### config.mk
export PLATFORM = sky130hd
export DESIGN_NAME = tx_arbiter
export DESIGN_NICKNAME = d
export VERILOG_FILES = /design/src/rtl/tx_arbiter_pkg.sv /design/src/rtl/tx_framer.sv /design/src/rtl/tx_arbiter.sv
export SDC_FILE = /design/constraint.sdc
export NUM_CORES = 1
export LEC_CHECK = 0
export ABC_AREA = 1
export BUFFER_PORTS_ARGS = -buffer_cell sky130_fd_sc_hd__buf_2
export CAP_MARGIN = 20
export CORE_MARGIN = 1.5
export CORE_UTILIZATION = 40
export CTS_CLUSTER_DIAMETER = 120
export DETAILED_ROUTE_END_ITERATION = 10
export GPL_TIMING_DRIVEN = 0
export MAX_ROUTING_LAYER = met4
export PLACE_DENSITY = 0.66
export SETUP_SLACK_MARGIN = 0.05
export SYNTH_ARGS = -nofsm -noshare
export SYNTH_HDL_FRONTEND = slang
export SYNTH_SLANG_ARGS = --single-unit
export TNS_END_PERCENT = 50
### constraint.sdc
create_clock -name clk -period 2.1 [get_ports clk]
set_input_delay 0.21 -clock clk [delete_from_list [all_inputs] [get_ports clk]]
set_output_delay 0.21 -clock clk [all_outputs]
set_load 0.005 [all_outputs]
### src/rtl/tx_arbiter_pkg.sv
// Shared constants for the TX arbiter: state encodings, frame lengths and requester indices.
package tx_arbiter_pkg;

  localparam int unsigned TX_CMD_BITS_DEFAULT = 2;
  localparam int unsigned START_CYCLES        = 1;

  localparam int unsigned REQ_SCHED    = 0;
  localparam int unsigned REQ_PREFETCH = 1;

  localparam logic [1:0] ST_IDLE    = 2'd0;
  localparam logic [1:0] ST_START   = 2'd1;
  localparam logic [1:0] ST_CMD     = 2'd2;
  localparam logic [1:0] ST_PAYLOAD = 2'd3;

  function automatic int unsigned cmd_cycles(input int unsigned cmd_bits,
                                             input int unsigned nshift);
    return cmd_bits / nshift;
  endfunction

  function automatic logic [1:0] owner_mask(input logic owner);
    return owner ? 2'b10 : 2'b01;
  endfunction

endpackage

### src/rtl/tx_framer.sv
// Frame serializer: START marker, MSB-first command, then the owner's payload chunks.
module tx_framer
  import tx_arbiter_pkg::*;
#(
  parameter int unsigned NSHIFT         = 2,
  parameter int unsigned PAYLOAD_CYCLES = 8,
  parameter int unsigned TX_CMD_BITS    = TX_CMD_BITS_DEFAULT,
  parameter int unsigned CW             = $clog2(PAYLOAD_CYCLES) + 1
) (
  input  logic                   clk,
  input  logic                   reset,
  input  logic                   start,
  input  logic [TX_CMD_BITS-1:0] cmd,
  input  logic [NSHIFT-1:0]      data,
  output logic                   idle,
  output logic                   payload,
  output logic                   last,
  output logic [NSHIFT-1:0]      tx_pins,
  output logic                   tx_active,
  output logic [CW-1:0]          tx_counter
);

  localparam int unsigned CMD_CYCLES = cmd_cycles(TX_CMD_BITS, NSHIFT);
  localparam int unsigned CCW        = $clog2(CMD_CYCLES) + 1;

  logic [1:0]             state;
  logic [TX_CMD_BITS-1:0] cmd_sr;
  logic [CCW-1:0]         ccnt;
  logic [CW-1:0]          pcnt;

  always_ff @(posedge clk) begin
    if (reset) begin
      state  <= ST_IDLE;
      cmd_sr <= '0;
      ccnt   <= '0;
      pcnt   <= '0;
    end else begin
      case (state)
        ST_IDLE: if (start) begin
          state  <= ST_START;
          cmd_sr <= cmd;
          ccnt   <= '0;
          pcnt   <= '0;
        end
        ST_START: state <= ST_CMD;
        ST_CMD: begin
          cmd_sr <= cmd_sr << NSHIFT;
          if (ccnt == CCW'(CMD_CYCLES - 1)) state <= ST_PAYLOAD;
          else                              ccnt  <= ccnt + 1'b1;
        end
        ST_PAYLOAD: begin
          if (last) begin
            state <= ST_IDLE;
            pcnt  <= '0;
          end else begin
            pcnt <= pcnt + 1'b1;
          end
        end
        default: state <= ST_IDLE;
      endcase
    end
  end

  assign idle       = (state == ST_IDLE);
  assign payload    = (state == ST_PAYLOAD);
  assign last       = payload && (pcnt == CW'(PAYLOAD_CYCLES - 1));
  assign tx_active  = !idle;
  assign tx_counter = payload ? pcnt : '0;

  always_comb begin
    tx_pins = '0;
    case (state)
      ST_START:   tx_pins = '1;
      ST_CMD:     tx_pins = cmd_sr[TX_CMD_BITS-1 -: NSHIFT];
      ST_PAYLOAD: tx_pins = data;
      default:    tx_pins = '0;
    endcase
  end

endmodule

### src/rtl/tx_arbiter.sv
// Two-requester TX arbiter: fixed priority grant in idle, reservation and single RX reply tracking.
module tx_arbiter
  import tx_arbiter_pkg::*;
#(
  parameter int unsigned NSHIFT         = 2,
  parameter int unsigned PAYLOAD_CYCLES = 8,
  parameter int unsigned TX_CMD_BITS    = TX_CMD_BITS_DEFAULT
) (
  input  logic                          clk,
  input  logic                          reset,
  input  logic [1:0]                    req_valid,
  input  logic [2*TX_CMD_BITS-1:0]      req_cmd,
  input  logic [1:0]                    req_reply,
  input  logic [2*NSHIFT-1:0]           req_data,
  input  logic                          reserve,
  output logic [1:0]                    started,
  output logic [1:0]                    data_next,
  output logic [1:0]                    done,
  output logic [1:0]                    reply_done,
  input  logic                          rx_done,
  output logic [NSHIFT-1:0]             tx_pins,
  output logic                          tx_active,
  output logic [$clog2(PAYLOAD_CYCLES):0] tx_counter
);

  logic       owner;
  logic       reply_pending;
  logic       reply_owner;
  logic [1:0] eligible;
  logic       grant0, grant1, any_grant, grant_idx;
  logic       framer_idle, framer_payload, framer_last;
  logic [TX_CMD_BITS-1:0] grant_cmd;
  logic [NSHIFT-1:0]      owner_data;

  // Eligibility looks only at the registered reply_pending, never at rx_done.
  assign eligible[REQ_SCHED]    = req_valid[REQ_SCHED] &&
                                  !(req_reply[REQ_SCHED] && reply_pending);
  assign eligible[REQ_PREFETCH] = req_valid[REQ_PREFETCH] && !reserve &&
                                  !(req_reply[REQ_PREFETCH] && reply_pending);

  assign grant0    = framer_idle && !reset && eligible[REQ_SCHED];
  assign grant1    = framer_idle && !reset && eligible[REQ_PREFETCH] && !eligible[REQ_SCHED];
  assign any_grant = grant0 || grant1;
  assign grant_idx = grant1;
  assign started   = {grant1, grant0};

  assign grant_cmd  = grant_idx ? req_cmd[2*TX_CMD_BITS-1 -: TX_CMD_BITS]
                                : req_cmd[TX_CMD_BITS-1:0];
  assign owner_data = owner ? req_data[2*NSHIFT-1 -: NSHIFT] : req_data[NSHIFT-1:0];

  assign data_next  = framer_payload ? owner_mask(owner) : 2'b00;
  assign done       = framer_last ? owner_mask(owner) : 2'b00;
  assign reply_done = (rx_done && reply_pending && !reset) ? owner_mask(reply_owner) : 2'b00;

  always_ff @(posedge clk) begin
    if (reset) begin
      owner         <= 1'b0;
      reply_pending <= 1'b0;
      reply_owner   <= 1'b0;
    end else begin
      if (rx_done && reply_pending) reply_pending <= 1'b0;
      if (any_grant) begin
        owner <= grant_idx;
        if (req_reply[grant_idx]) begin
          reply_pending <= 1'b1;
          reply_owner   <= grant_idx;
        end
      end
    end
  end

  tx_framer #(
    .NSHIFT         (NSHIFT),
    .PAYLOAD_CYCLES (PAYLOAD_CYCLES),
    .TX_CMD_BITS    (TX_CMD_BITS)
  ) u_framer (
    .clk        (clk),
    .reset      (reset),
    .start      (any_grant),
    .cmd        (grant_cmd),
    .data       (owner_data),
    .idle       (framer_idle),
    .payload    (framer_payload),
    .last       (framer_last),
    .tx_pins    (tx_pins),
    .tx_active  (tx_active),
    .tx_counter (tx_counter)
  );

endmodule

==> results by group, run 1 <==
Run status
  – Status: finished, final reports clean

Min path
  – Hold Path Cell Cnt: 4
  – Type of the worst min-delay path: input pin to flop
  – HP Start: rx_done
  – Sink of the worst hold path: reply_pending

Route
  – Iter 0 DRT Violations: 11
  – Antenna-violating nets left: 0
  – TritonRoute pass-1 iters: 4
  – Vias per inst: 4.68
  – Drt drc: 0
  – Routed vias: 926
  – Wire per inst: 9.76 µm
  – Post-Route WL: 1930 µm

Timing
  – Final Slew Violations: 0
  – Clock Skew: 0.00199 ns
  – RSZ-0062 raised after global routing: no
  – Fin Hold WS: 0.210 ns
  – Final Hold Fails: 0
  – Final setup slack of the worst path: 0.216 ns
  – FMAX: 0.531 GHz
  – Sum Neg Setup Slack: 0 ns
  – Tmin final: 1.88 ns
  – Crit share post-route: 0.897
  – Final setup fails: 0
  – Slew Limit Headroom: 0.655
  – Transition time at the pin with the least slew margin: 0.518 ns

Clock tree
  – Sink Count: 11
  – Reg clk slew, reported paths: 0.07 ns
  – H-Tree Depth: 1
  – Root Driver: clkbuf_4
  – CTS tree: built
  – Max Buffers Root-to-Sink: 2
  – Hold buffer count at cts: 0
  – Clock latency at the later pin of the worst-skew pair: 0.28 ns
  – CTS buffer count: 3

Pwr
  – Power Dens Cells: 509 nW/µm²
  – Max VDD drop: 0.342 mV
  – Pleak: 0.605 nW

Finish
  – Fillers: 230
  – Multi-input gate area in the final layout: 554 µm²
  – Final #Nets: 192
  – Ratio of cells with drive above 1 in the final layout: 0.333
  – Synth-to-Final Area Change: 23.5%
  – Seq. cell area: 221 µm²
  – # diodes: 0

Setup path
  – Buffer and inverter count on the worst path: 3
  – Setup CP Type: flop to output pin
  – CP max stage cell: dfxtp_2
  – Worst EP arrival: 1.67 ns
  – Reg2reg setup slack: 0.59 ns
  – Critical path peak fanout: 10
  – Crit path required time: 1.89 ns
  – Reg-to-Reg End: u_framer.state[1]
  – Delay-heaviest family, CP: buffers and inverters
  – Worst setup path startpoint: u_framer.state[1]
  – R2R cell count: 9
  – Worst r2r src: u_framer.state[0]
  – Worst Setup Start Kind: flop
  – Crit-path max cell delay: 0.39 ns
  – Crit-path cells: ha_1 -> buf_2 -> inv_1 -> nor2_1 -> nand2_1 -> nand3_1 -> nand2_1 -> o21ai_0 -> buf_2
  – Crit path capture type: output pin

Global routing
  – Vias in the first global route: 850
  – Pin count of the biggest net entering global routing: 11
  – GRT Total Usage: 0.169
  – Total grt overflow: 0
  – First-pass GRT wire length: 3190 µm
  – Initial antenna violation count: 0

Die
  – Core Region: 2040 µm²
  – Die W: 50.4 µm
  – Die area: 2540 µm²
  – Chip Height: 50.4 µm
  – Initial Utilization: 0.440
  – Number of I/O pins: 31
  – Rows: 16

Logic synthesis
  – Register area share after synthesis: 0.245
  – Mean post-synth cell area: 6.56 µm²
  – Yosys warns: 0
  – Syn_nets: 157
  – Synth Cell Area: 898 µm²
  – FF+latch count, synth: 11
  – Post-synth cell types: 29
  – Synth Instances: 137

Place
  – Routability Congestion: 0.818
  – Number of port buffers: 30
  – Place WS: 0.432 ns
  – Post-DP HPWL: 1540 µm

Job
  – Max cap viols: 0
## per-stage QoR
step,cells,total power [W],cell area (µm²),utilization
after floorplan,137,0.000371,898,-
after global placement,194,0.000417,1080,0.530
after detailed placement,194,0.000421,1080,0.530
after CTS,198,0.000572,1110,0.543
after global routing,198,0.000603,1110,0.544
final,198,0.000565,1110,0.544
## worst max path at each step
| stage | to | slack [ns] | cells past startpoint |
|---|---|---|---|
| 2_1_floorplan | tx_pins[0] | 0.67 | 8 |
| 3_3_place_gp | tx_pins[1] | 0.46 | 9 |
| 3_5_place_dp | tx_pins[1] | 0.43 | 9 |
| 4_1_cts | tx_pins[1] | 0.11 | 9 |
| 5_1_grt | tx_pins[0] | 0.05 | 9 |
| 6_report | tx_pins[0] | 0.22 | 9 |
## cell type report
cell class | instances | area share
sequential | 11 | 0.200
buffer | 4 | 0.0214
tap | 27 | 0.0304
multi-input combinational | 96 | 0.499
clock buffer | 4 | 0.0237
inverter | 26 | 0.0902
timing repair buffer | 30 | 0.135
## power by group
| part | switching (W) | total, W | leakage [nW] | internal, W |
|---|---|---|---|---|
| Sequential | 0.0000131 | 0.000237 | 0.0901 | 0.000224 |
| Clock | 0.0000745 | 0.000148 | 0.0150 | 0.0000738 |
| Combinational | 0.000105 | 0.000180 | 0.500 | 0.0000745 |
| Total | 0.000193 | 0.000565 | 0.605 | 0.000372 |
## layer usage
layer | up-vias | track usage | part of all wire
met4 | 0 | 0.0541 | 0.020
li1 | 494 | - | -
met2 | 19 | 0.305 | 0.50
met1 | 407 | 0.178 | 0.44
met3 | 6 | 0.0446 | 0.047
met5 | - | - | 0
## cells in the final DEF, fill, tap and decap left out, drive strengths merged
master  synthesis  routed
clkinv          3       3
buf             3      33
clkbuf          1       5
nand3          13      13
o21a            1       1
ha              4       4
o21ai           3       3
nor3            2       2
nand4           3       3
dfxtp          11      11
inv            23      23
nand2          37      37
o21bai          4       4
nor2           20      20
nor3b           1       1
a21oi           8       8
## kinds of logic (layout without fill, tap and decap cells)
family	count (synthesis)	in the layout	synth area share
DFF	11	11	0.245
buffers and inverters	30	64	0.138
AOI/OAI and AO/OA	16	16	0.124
adders and majority gates	4	4	0.0557
and+or+nand+nor	76	76	0.437
## registers in the layout, indices dropped and copies added, names as in the netlist
name / flops
u_framer.pcnt: 4
u_framer.cmd_sr: 2
u_framer.state: 2
owner: 1
reply_owner: 1
reply_pending: 1
## cell usage after synthesis, drive strengths merged
cell type,count,area share
a21oi,8,0.065
buf,3,0.022
clkbuf,1,0.0042
clkinv,3,0.013
dfxtp,11,0.25
ha,4,0.056
inv,23,0.099
nand2,37,0.18
nand3,13,0.097
nand4,3,0.021
nor2,20,0.11
nor3,2,0.017
nor3b,1,0.0084
o21a,1,0.0084
o21ai,3,0.017
o21bai,4,0.033
## what timing repair did
action | 4_1_cts | 5_1_grt
endpoints found under the setup margin | 0 | 2
resized for setup | 0 | 1
setup buffers | 0 | 0
## worst reg2reg max path, delay by kind of cell, from the launching register on
family | cells | cell delay, ns
flops | 1 | 0.33
fa+ha+maj | 1 | 0.21
simple gates | 6 | 0.64
compound gates | 1 | 0.06
buf+inv | 1 | 0.12
Note: power is estimated with default switching activity, not from simulation.
==> run 2, diff against run 1 <==
--- a/config.mk
+++ b/config.mk
@@ -6,15 +6,14 @@
 export NUM_CORES = 1
 export LEC_CHECK = 0
 export ABC_AREA = 1
-export BUFFER_PORTS_ARGS = -buffer_cell sky130_fd_sc_hd__buf_2
 export CAP_MARGIN = 20
 export CORE_MARGIN = 1.5
 export CORE_UTILIZATION = 40
 export CTS_CLUSTER_DIAMETER = 120
 export DETAILED_ROUTE_END_ITERATION = 10
+export DONT_BUFFER_PORTS = 1
 export GPL_TIMING_DRIVEN = 0
 export MAX_ROUTING_LAYER = met4
-export PLACE_DENSITY = 0.66
 export SETUP_SLACK_MARGIN = 0.05
 export SYNTH_ARGS = -nofsm -noshare
 export SYNTH_HDL_FRONTEND = slang
==> run 2 against run 1 <==
Net effect: flip-flop and latch count did not move; sequential share of layout area rose by 3.1 points; clock-buffer cell count did not move; via count fell by 11%; maximum frequency rose by 6.1%; first-iteration DRC count rose by 100%; worst setup slack improved by 0.11 ns; global-route usage fell by 0.21 points; cell count fell by 15%.
==> results by group, run 2 (same netlist as run 1, synthesis figures left out) <==
Run status
  – Status: finished, final reports clean

Pwr
  – Switching Share: 0.341
  – Combinational Power Share: 0.287
  – Sw Pwr: 0.000183 W
  – Sequential share of power: 0.441
  – Int Pwr: 0.000354 W
  – Clock share of power: 0.272
  – Power Dens Cells: 559 nW/µm²
  – Pleak: 0.464 nW
  – Max VDD drop: 0.315 mV

Clock tree
  – Root Driver: clkbuf_4
  – PostCTS Resize Cnt: 0
  – H-Tree Depth: 1
  – Hold buffer count at cts: 0
  – CTS tree: built
  – CTS buffer count: 3
  – Post-CTS setup buffer count: 0
  – Sink Count: 11
  – Max Buffers Root-to-Sink: 2
  – Reg clk slew, reported paths: 0.07 ns
  – Clock latency at the later pin of the worst-skew pair: 0.27 ns

Setup path
  – Crit path required time: 1.89 ns
  – Setup CP Type: flop to output pin
  – Crit-path cells: ha_1 -> buf_2 -> inv_1 -> nor2_2 -> nand2_1 -> nand3_1 -> nand2_1 -> o21ai_0
  – Worst Setup Start Kind: flop
  – CP max stage cell: dfxtp_2
  – Crit path capture type: output pin
  – Crit-path max cell delay: 0.39 ns
  – Worst EP arrival: 1.56 ns
  – Most frequent CP cell: nand2_1
  – Critical path peak fanout: 10

Timing
  – Final Hold Fails: 0
  – Crit share post-route: 0.845
  – Final setup fails: 0
  – Clock Skew: 0.000760 ns
  – Transition time at the pin with the least slew margin: 0.529 ns
  – FMAX: 0.563 GHz
  – Sum Neg Setup Slack: 0 ns
  – Tmin final: 1.77 ns
  – Final Slew Violations: 0
  – Slew Limit Headroom: 0.647
  – RSZ-0062 raised after global routing: no

Finish
  – Top reg by flops: u_framer.pcnt
  – Ratio of cells with drive above 1 in the final layout: 0.199
  – Synth-to-Final Area Change: 7.10%
  – Max FFs per register: 4
  – Largest regs: u_framer.pcnt x4, u_framer.cmd_sr x2, u_framer.state x2
  – Commonest non-fill, non-tap cell in the layout: nand2_1
  – # diodes: 0
  – Most frequent cells in the layout: nand2_1 (32), inv_1 (20), nor2_1 (14)
  – Cell Count, Final, Fillers Out: 168
  – Final #Nets: 162

Route
  – Wire per inst: 11.0 µm
  – Routed vias: 823
  – Drt drc: 0
  – Antenna-violating nets left: 0
  – Vias per inst: 4.90
  – TritonRoute pass-1 iters: 4
  – Iter 0 DRT Violations: 22
  – Post-Route WL: 1850 µm

Die
  – Number of I/O pins: 31
  – Core Region: 2040 µm²
  – Die area: 2540 µm²
  – Initial Utilization: 0.440
  – Rows: 16
  – Die W: 50.4 µm
  – Chip Height: 50.4 µm

Global routing
  – Vias in the first global route: 744
  – First-pass GRT wire length: 3130 µm
  – Pin count of the biggest net entering global routing: 11
  – GRT Total Usage: 0.166
  – Total grt overflow: 0
  – Initial antenna violation count: 0

Job
  – Max cap viols: 0

Place
  – Post-DP HPWL: 1420 µm
  – Number of port buffers: 0
  – Routability Congestion: 0.791
  – Placed Cells: 164

Min path
  – Type of the worst min-delay path: input pin to flop
[run 2: cell type report]
type	instances	area (µm²)
Buffer	4	23.8
Clock buffer	4	26.3
Fill cell	219	1080
Inverter	26	100
Multi-Input combinational cell	96	557
Sequential cell	11	221
Tap cell	27	33.8
[run 2: final timing paths]
path                                         from           endpoint  slack, ns  cells past startpoint
worst max-delay path            u_framer.state[1]         tx_pins[0]       0.33                      8
worst min-delay path                      rx_done      reply_pending       0.11                      3
worst max register to register  u_framer.state[0]  u_framer.state[0]       0.61                      9
worst min register to register              owner              owner       0.51                      2
[run 2: metrics by stage]
step	worst slack, ns	total power [W]	util	hold slack [ns]	instance area (µm²)
finish	0.325	0.000537	0.471	0.115	962
global route	0.155	0.000575	0.471	0.118	962
global placement	0.486	0.000392	0.456	0.397	932
detailed placement	0.455	0.000395	0.456	0.394	932
floorplan	0.667	0.000371	-	0.378	898
CTS	0.151	0.000544	0.469	0.105	958
[run 2: routing by layer]
layer | up-vias | part of all wire | global-route usage
met2 | 13 | 0.48 | 0.268
met3 | 4 | 0.035 | 0.0595
met4 | 0 | 0.011 | 0.0405
li1 | 435 | - | -
met1 | 371 | 0.48 | 0.199
met5 | - | 0 | -
[run 2: worst max-delay path: cells and delay by family (launching register included)]
kind	cells	cell delay, ns
AO/OA/AOI/OAI	1	0.11
adder cells (fa/ha/maj)	1	0.15
buffers and inverters	2	0.31
flip-flops	1	0.39
AND/OR/NAND/NOR	4	0.33
[run 2: power groups by stage]
stage	Combinational, W	Clock (W)	Sequential (W)
after floorplan	0.000133	0	0.000238
after global placement	0.000152	0	0.000240
after detailed placement	0.000154	0	0.000241
after CTS	0.000157	0.000150	0.000236
after global routing	0.000176	0.000160	0.000239
final	0.000154	0.000146	0.000237
